==> config.mk <==
export PLATFORM = sky130hd
export DESIGN_NAME = pc_seq_ctrl
export DESIGN_NICKNAME = d
export VERILOG_FILES = /design/src/rtl/pc_seq_ctrl_pkg.sv /design/src/rtl/pc_redirect_sel.sv /design/src/rtl/pc_seq_ctrl.sv
export SDC_FILE = /design/constraint.sdc
export NUM_CORES = 1
export LEC_CHECK = 0
export CORE_MARGIN = 5
export CORE_UTILIZATION = 30
export DETAILED_ROUTE_END_ITERATION = 16
export HOLD_SLACK_MARGIN = 0.1
export PLACE_DENSITY_LB_ADDON = 0.25
export SLEW_MARGIN = 20
export SYNTH_ARGS = -nofsm -noshare
export SYNTH_HDL_FRONTEND = slang
export SYNTH_SLANG_ARGS = --single-unit
export TNS_END_PERCENT = 5
==> constraint.sdc <==
create_clock -name clk -period 4.29 [get_ports clk]
set_clock_uncertainty 0.1 [all_clocks]
set_input_delay 0.858 -clock clk [delete_from_list [all_inputs] [get_ports clk]]
set_output_delay 0.858 -clock clk [all_outputs]
set_load 0.03 [all_outputs]
==> src/rtl/pc_seq_ctrl_pkg.sv <==
// Shared pipeline definitions for the PC sequencer: state and redirect-priority
// encodings, default vectors and the redirect payload.
package pc_seq_ctrl_pkg;

  localparam int unsigned XLEN  = 32;
  localparam int unsigned CNT_W = 16;

  localparam logic [XLEN-1:0] RESET_VEC_DEF = 32'h0000_0000;
  localparam logic [XLEN-1:0] EXC_VEC_DEF   = 32'h0000_0080;

  typedef enum logic [1:0] {
    ST_BOOT = 2'd0,
    ST_RUN  = 2'd1,
    ST_WAIT = 2'd2,
    ST_HALT = 2'd3
  } pc_state_e;

  // Higher value wins; NONE must stay lowest so any valid redirect beats it
  typedef enum logic [1:0] {
    PRI_NONE = 2'd0,
    PRI_JMP  = 2'd1,
    PRI_BR   = 2'd2,
    PRI_EXC  = 2'd3
  } redir_pri_e;

  typedef struct packed {
    logic            valid;
    redir_pri_e      pri;
    logic [XLEN-1:0] target;
  } redirect_t;

  function automatic logic [XLEN-1:0] align_word(input logic [XLEN-1:0] addr);
    return {addr[XLEN-1:2], 2'b00};
  endfunction

endpackage

==> src/rtl/pc_redirect_sel.sv <==
// Combinational redirect arbiter: picks exception > branch > jump and returns
// the word-aligned target, its priority and whether the raw target was misaligned.
module pc_redirect_sel
  import pc_seq_ctrl_pkg::*;
#(
  parameter logic [XLEN-1:0] EXC_VEC = EXC_VEC_DEF
) (
  input  logic            exc_req,
  input  logic            br_taken,
  input  logic [XLEN-1:0] br_target,
  input  logic            jmp,
  input  logic [XLEN-1:0] jmp_target,
  output redirect_t       redir_c,
  output logic            misalign_c
);

  always_comb begin
    redir_c    = '0;
    misalign_c = 1'b0;
    if (exc_req) begin
      redir_c.valid  = 1'b1;
      redir_c.pri    = PRI_EXC;
      redir_c.target = align_word(EXC_VEC);
      misalign_c     = |EXC_VEC[1:0];
    end else if (br_taken) begin
      redir_c.valid  = 1'b1;
      redir_c.pri    = PRI_BR;
      redir_c.target = align_word(br_target);
      misalign_c     = |br_target[1:0];
    end else if (jmp) begin
      redir_c.valid  = 1'b1;
      redir_c.pri    = PRI_JMP;
      redir_c.target = align_word(jmp_target);
      misalign_c     = |jmp_target[1:0];
    end
  end

endmodule

==> src/rtl/pc_seq_ctrl.sv <==
// Next-PC sequencer: selects the next fetch address, holds a pending redirect
// across instruction-memory wait states, and handles halt/resume and flushes.
module pc_seq_ctrl
  import pc_seq_ctrl_pkg::*;
#(
  parameter logic [XLEN-1:0] RESET_VEC = RESET_VEC_DEF,
  parameter logic [XLEN-1:0] EXC_VEC   = EXC_VEC_DEF
) (
  input  logic              clk,
  input  logic              rst,
  input  logic [XLEN-1:0]   pc_cur,
  output logic [XLEN-1:0]   pc_in,
  output logic              imem_req,
  input  logic              imem_ready,
  input  logic              stall_id,
  input  logic              br_taken_ex,
  input  logic [XLEN-1:0]   br_target_ex,
  input  logic              jmp_id,
  input  logic [XLEN-1:0]   jmp_target_id,
  input  logic              exc_req,
  input  logic              halt,
  input  logic              resume,
  output logic              flush_if,
  output logic              flush_id,
  output logic              align_err,
  output logic [CNT_W-1:0]  stall_cnt
);

  pc_state_e       state_q, state_d;
  redirect_t       pend_q, pend_d;
  redirect_t       live_c;
  logic            live_misalign_c;
  logic            take_live_c;
  logic            stall_inc_c;
  logic [XLEN-1:0] pc_seq_c;

  pc_redirect_sel #(.EXC_VEC(EXC_VEC)) u_sel (
    .exc_req    (exc_req),
    .br_taken   (br_taken_ex),
    .br_target  (br_target_ex),
    .jmp        (jmp_id),
    .jmp_target (jmp_target_id),
    .redir_c    (live_c),
    .misalign_c (live_misalign_c)
  );

  assign pc_seq_c = pc_cur + XLEN'(4);

  always_ff @(posedge clk or posedge rst) begin
    if (rst) begin
      state_q <= ST_BOOT;
      pend_q  <= '0;
    end else begin
      state_q <= state_d;
      pend_q  <= pend_d;
    end
  end

  // take_live_c marks the cycle a live redirect is applied or latched; flushes fire then
  always_comb begin
    state_d     = state_q;
    pend_d      = pend_q;
    pc_in       = RESET_VEC;
    imem_req    = 1'b0;
    take_live_c = 1'b0;
    case (state_q)
      ST_BOOT: begin
        state_d = ST_RUN;
      end
      ST_RUN: begin
        imem_req = 1'b1;
        if (!imem_ready) begin
          pc_in   = pc_cur;
          state_d = ST_WAIT;
          if (live_c.valid) begin
            pend_d      = live_c;
            take_live_c = 1'b1;
          end
        end else if (live_c.valid && (live_c.pri != PRI_JMP)) begin
          pc_in       = live_c.target;
          take_live_c = 1'b1;
        end else if (halt) begin
          pc_in   = pc_seq_c;
          state_d = ST_HALT;
        end else if (live_c.valid) begin
          pc_in       = live_c.target;
          take_live_c = 1'b1;
        end else if (stall_id) begin
          pc_in = pc_cur;
        end else begin
          pc_in = pc_seq_c;
        end
      end
      ST_WAIT: begin
        imem_req = 1'b1;
        if (!imem_ready) begin
          pc_in = pc_cur;
          if (live_c.valid && (live_c.pri >= pend_q.pri)) begin
            pend_d      = live_c;
            take_live_c = 1'b1;
          end
        end else begin
          state_d = ST_RUN;
          pend_d  = '0;
          if (live_c.valid && (live_c.pri >= pend_q.pri)) begin
            pc_in       = live_c.target;
            take_live_c = 1'b1;
          end else if (pend_q.valid) begin
            pc_in = pend_q.target;
          end else begin
            pc_in = pc_seq_c;
          end
        end
      end
      ST_HALT: begin
        pc_in = pc_cur;
        if (exc_req) begin
          pc_in       = live_c.target;
          take_live_c = 1'b1;
          state_d     = ST_RUN;
        end else if (resume) begin
          state_d = ST_RUN;
        end
      end
      default: begin
        state_d = ST_BOOT;
      end
    endcase
    flush_if    = take_live_c;
    flush_id    = take_live_c && (live_c.pri != PRI_JMP);
    stall_inc_c = ((state_q == ST_RUN) || (state_q == ST_WAIT)) && (pc_in == pc_cur);
  end

  // Sticky alignment flag and saturating hold counter
  always_ff @(posedge clk or posedge rst) begin
    if (rst) begin
      align_err <= 1'b0;
      stall_cnt <= '0;
    end else begin
      if (take_live_c && live_misalign_c) begin
        align_err <= 1'b1;
      end
      if (stall_inc_c && (stall_cnt != '1)) begin
        stall_cnt <= stall_cnt + CNT_W'(1);
      end
    end
  end

endmodule

# == Word level (Yosys, flattened, before mapping) ==
# Index checks and enable logic that the tools add are counted.
# totals
latchBits,0
mem_bits_ro,0
in_bits,105
ff_bits,54
output_inout_bits,52
word_cells,72
n_memories,0
mem_bits_rw,0
# op_classes
multipliers,0
n_div,0
eq_ne,13
mux,36
add_sub_neg,2
shifts,0
n_reduce_logical,14
magnitude_cmp,1
bitwise,0
# ops
operator,n
$mux W32,9
$mux W35,7
$pmux W32 S3,1
$pmux W35 S2,1
$add A32 B3 Y32 const B,1
$eq A32 B32 Y1,1
$add A16 B1 Y16 const B,1
$ne A16 B16 Y1 const B,1
$mux W2,6
$ne A3 B3 Y1 const B,4
$mux W1,10
$pmux W2 S4,1
$reduce_and A4 Y1,2
$logic_and A1 B1 Y1,6
$ne A2 B2 Y1 const B,3
$reduce_or A2 Y1,3
$eq A2 B2 Y1 const B,2
$pmux W1 S3,1
$eq A2 B1 Y1 const B,1
$ge A2 B2 Y1,1
$logic_not A2 Y1,1
$ne A2 B1 Y1 const B,1
$reduce_bool A2 Y1,1
$logic_or A1 B1 Y1,1

# == Depth between registers and ports, before layout ==
# logic_depth
word_depth,11
ltp_mapped,18
depth_no_buf,13

# == Modules after synthesis ==
# From an unflattened synthesis, not the netlist that was laid out.
# unflattened
hier_cells,1208
hier_area_um2,8144.1
# by_module_without_submodules
module,instances,cells_per_inst,seq_area_each_um2,area_per_inst_um2
pc_seq_ctrl,1,1094,1351.3,7488.4
pc_redirect_sel,1,114,0.0,655.6

# == Least setup slack after synthesis ==
# OpenSTA, ideal clock, no wires.
# synth_timing
path_type,input port to output port
startpoint,in exc_req
endpoint,out pc_in[26]
required_time_ns,3.332
setup_slack_ns,-0.565
arrival_time_ns,3.897
n_path_buf,5
stages,14
path_cell_list,buf_4 -> clkbuf_1 -> clkbuf_1 -> nor2_1 -> ha_1 -> nand2b_1 -> a21o_1 -> buf_2 -> clkbuf_1 -> o211ai_1 -> o31ai_1 -> a311oi_1 -> a22oi_1 -> o21ai_0
# synth_via
elab_chain_cells,6
elab_cells_between_ends,13
cone_classes,order compare: 1; eq/ne: 1; mux: 9; reduce/logical: 2
# synth_lines
element,line_no,rtl
start: declaration,pc_seq_ctrl.sv:20,"input logic exc_req,"
$mux W35,pc_redirect_sel.sv:20,if (exc_req) begin
$ge A2 B2 Y1 (tied with other cells),pc_seq_ctrl.sv:105,if (live_c.valid && (live_c.pri >= pend_q.pri)) begin
$logic_and A1 B1 Y1 (tied with other cells),pc_seq_ctrl.sv:105,
$mux W32 (on tied branches),"pc_seq_ctrl.sv:105, pc_seq_ctrl.sv:79",
$mux W32 (on tied branches),"pc_seq_ctrl.sv:96, pc_seq_ctrl.sv:72",
$pmux W32 S3 *,pc_seq_ctrl.sv:66,case (state_q)
end: declaration,pc_seq_ctrl.sv:12,"output logic [XLEN-1:0] pc_in,"
# Every way passes the cells marked *; elsewhere a longest branch is shown, timed or not.

# == Final worst setup path ==
# layout_timing
startpoint,in pc_cur[23]
endpoint,reg stall_cnt[2]
# layout_via
elab_chain_cells,10
elab_cells_between_ends,14
cone_classes,add/sub: 1; eq/ne: 1; mux: 10; reduce/logical: 2
# layout_lines
element,line_no,rtl
start: declaration,pc_seq_ctrl.sv:11,"input logic [XLEN-1:0] pc_cur,"
$add A32 B3 Y32,pc_seq_ctrl.sv:47,assign pc_seq_c = pc_cur + XLEN'(4);
$mux W32,pc_seq_ctrl.sv:88,end else if (stall_id) begin
$mux W32,pc_seq_ctrl.sv:85,end else if (live_c.valid) begin
$mux W32,pc_seq_ctrl.sv:82,end else if (halt) begin
$mux W32,pc_seq_ctrl.sv:79,end else if (live_c.valid && (live_c.pri != PRI_JMP)) begin
$mux W32,pc_seq_ctrl.sv:72,if (!imem_ready) begin
$pmux W32 S3,pc_seq_ctrl.sv:66,
$eq A32 B32 Y1 *,pc_seq_ctrl.sv:131,stall_inc_c = ((state_q == ST_RUN) || (state_q == ST_WAIT)) && (pc_in == pc_cur);
$logic_and A1 B1 Y1 *,pc_seq_ctrl.sv:131,
$logic_and A1 B1 Y1 *,pc_seq_ctrl.sv:143,if (stall_inc_c && (stall_cnt != '1)) begin
end signal: assignment,pc_seq_ctrl.sv:144,stall_cnt <= stall_cnt + CNT_W'(1);
end: declaration,pc_seq_ctrl.sv:26,output logic [CNT_W-1:0] stall_cnt
# Marks and branches as above.
# A chain may end at the register's enable or synchronous reset.

==> impl_metrics.yaml <==
synth:
  syn_avg_cell_area_sq_um: 7.02
  synthAdderAreaFrac_pct: 1.26
  ys_warn_count: 0
  synth_xor_area_share_pct: 3.06
  netlist-cell-type-count: 96
  ys_top_cells_by_count: "nand2_1 (135), nor2_1 (82), o21ai_0 (81), a21oi_1 (64), clkbuf_1 (62)"
  synthesis.nets: 1249
  synth_mux_area_share_pct: 2.53
  ys.flop_type: "dfrtp_1"
  synth_cells: 1136
  synth_most_common_cell: "nand2_1"
  synth-compound-area-share_pct: 36.0
  synthArstFlopShare_pct: 100
  synth_edf_count: 0
  yosysSeqAreaShare_pct: 16.3
  synth_top_family_by_area: "compound AO/OA/AOI/OAI gates"
  synth_area_sq_um: 7970
  ys_ff_latch: 52
  yosys.area.top_type: "dfrtp_1"
  synthTopCellsByArea: "dfrtp_1 (16%), nand2_1 (6.4%), o21ai_0 (5.1%)"
  synth_top_area_share_pct: 16.3
  synth-simple-area-share_pct: 32.2
die:
  die_area_sq_um: 29900
  dieWidth_um: 173
  io_pins: 157
  start_util_pct: 30.5
  die_y_um: 173
  num_rows: 59
  core_area_sq_um: 26100
timing:
  fin_crit_sh_pct: 99.3
  timing.hold.ws_ns: 0.377
  fin_ws_ns: 0.0311
  rsz0062_at_grt: "yes"
  setup-tns-final_ns: 0
  timing.fmax_mhz: 235
  fin_crit_ns: 4.26
  worst_slew_pin_slew_ns: 0.941
  slew-limit-headroom_pct: 35.6
  hold_viol_final: 0
  drv_slew: 0
  setup_viol_count_final: 0
grt:
  grt_max_degree: 43
  overflow: 0
  grt_pass1_wl_um: 75100
  grt_pass1_vias: 11200
  track_usage_pct: 32.4
  antenna_found_initial: 0
placed_design:
  dpl_worst_slack_ns: -1.01
  postPlaceCellArea_sq_um: 12300
  portBuffers: 156
  place_congestion: 1.04
  dp_hpwl_um: 40600
cts:
  cts.sinks: 52
  cts_buffers: 5
  clk_pin_slew_worst_paths_ns: 0.08
  clockBufferDepth: 2
  hold_buffers: 0
  htreeDepth: 2
  cts_tree: "done"
  clk_latency_ns: 0.30
  clockRootBuffer: "clkbuf_16"
setup_path:
  worstPathRequired_ns: 4.38
  cp_max_fo: 5
  setup.worst_path.start_class: "input pin"
  r2r-end: "stall_cnt[2]"
  crit_path_end_kind: "flip-flop"
  r2r_start: "state_q[1]"
  critPathKind: "input pin to flip-flop"
  timing.critical_path.buf_inv: 3
  slowest_delay_ns: 0.54
  crit_arrival_ns: 4.34
  path_cells: "clkdlybuf4s50_1, nand4_1, nor4_2, nand4_1, a211oi_4, or3_4, o2111ai_2, buf_4, a2111oi_2, nand4_1, buf_6, or4_4, xnor2_2"
  ff2ff_path_depth: 15
  crit_slowest_cell: "or4_4"
  crit_top_cell: "nand4_1"
  critPathTopFamily: "simple AND/OR/NAND/NOR gates"
  ff2ff_setup_slack_ns: 0.34
outcome:
  status: "finished clean"
routing:
  wl_um: 51200
  first_pass_iters: 5
  vias: 11700
  ant_nets: 0
  drcViolationCount: 0
  via_per_inst: 6.15
  wl_per_cell_um: 26.8
  drt_iter0_drc: 1639
layout:
  area_growth_syn_to_layout_pct: 70.2
  drive_above_1_share_pct: 37.7
  final_cell_area_sq_um: 13600
  n_antenna_cell: 0
  final_nets: 1686
hold_path:
  min_path_cells: 2
  hp-start: "pend_q[8]"
  hold_end: "pend_q[8]"
  holdCritPathClass: "flip-flop to flip-flop"
run:
  drv_cap: 0
pwr:
  power.density_nw_per_um2: 447
  p_leak_nw: 5.71
  ir_drop_mv: 0.243
  total_power_mw: 6.07
layer usage:
metal | global-route usage (%) | part of all wire, % | vias up
met5 | 0 | 0 | -
met4 | 11.5 | 4.4 | 0
met3 | 6.03 | 11 | 120
met2 | 47.4 | 41 | 790
met1 | 47.3 | 43 | 5569
li1 | - | - | 5267
registers in the layout, summed over array words and instances, names as in the netlist:
name	cells
state_q	2
pend_q	33
stall_cnt	16
align_err	1
placed cells by master, fill, tap and decap left out, types with 9 or more instances in the layout:
| cell | instances |
|---|---|
| o21ai_1 | 15 |
| buf_4 | 378 |
| nand3_1 | 40 |
| nand4_1 | 29 |
| o21ai_0 | 69 |
| nor3_1 | 24 |
| dfrtp_1 | 52 |
| nand2_1 | 132 |
| and2_1 | 9 |
| nor4_2 | 10 |
| and3_1 | 15 |
| dlygate4sd2_1 | 11 |
| a21oi_1 | 54 |
| a32oi_1 | 20 |
| xor2_1 | 20 |
| nor2b_1 | 17 |
| a211oi_1 | 14 |
| nand2b_1 | 9 |
| a211o_1 | 12 |
| o211ai_1 | 11 |
| o21a_1 | 10 |
| buf_12 | 25 |
| and4_1 | 11 |
| mux2i_1 | 9 |
| o31ai_1 | 30 |
| buf_6 | 24 |
| clkdlybuf4s50_1 | 94 |
| nor2_1 | 76 |
| a31oi_1 | 15 |
| nor4_4 | 12 |
| inv_1 | 27 |
| nor4_1 | 21 |
cell type report:
cell class / count / area, sq um
fill: 2655 / 12600
multi-input combinational: 935 / 6790
timing repair buffer: 550 / 4790
sequential: 52 / 1300
tap: 335 / 419
clock buffer: 5 / 125
inverter: 29 / 109
clock inverter: 3 / 33.8
report_power, final:
part / switching (mW) / internal (mW)
clock: 0.213 / 0.225
combinational: 2.79 / 2.12
sequential: 0.113 / 0.605
worst register-to-register path: stages (launching register included):
cell and delay (ns):
dfrtp_1 0.42, inv_1 0.09, ha_1 0.38, inv_1 0.24, buf_4 0.26, nor3_1 0.35
a2111oi_2 0.06, buf_4 0.17, nand3_2 0.15, o2111ai_2 0.15, buf_4 0.16, a2111oi_2 0.30
nand4_1 0.16, buf_6 0.17, or4_4 0.54, xnor2_2 0.14
cells by family after synthesis:
kind of cell / count (synthesis)
compound gates: 403
xor+xnor: 27
fa+ha+maj: 8
buf+inv: 149
flops: 52
mux: 19
simple gates: 478
per-stage QoR:
stage / util [%] / cells
global placement: 47.1 / 1867
CTS: 49.7 / 1897
detailed placement: 47.1 / 1867
finish: 51.9 / 1909
floorplan: - / 1136
global route: 51.9 / 1909
what timing repair did:
action | CTS | global route
setup endpoints to repair | 50 | 29
setup buffers | 22 | 12
pin swaps | 22 | 50
gates resized for setup | 123 | 117
gates cloned | 0 | 0
worst max path at each step:
| stage | start | to | slack, ns | depth (start not counted) |
|---|---|---|---|---|
| 2_1_floorplan | exc_req | stall_cnt[2] | -0.1 | 17 |
| 3_3_place_gp | jmp_id | stall_cnt[1] | -0.96 | 18 |
| 3_5_place_dp | jmp_id | stall_cnt[1] | -1.01 | 18 |
| 4_1_cts | pc_cur[25] | stall_cnt[2] | -0.06 | 13 |
| 5_1_grt | pc_cur[10] | pc_in[21] | -0.02 | 14 |
| 6_report | pc_cur[23] | stall_cnt[2] | 0.03 | 13 |
Power figures use the tool's default switching activity.
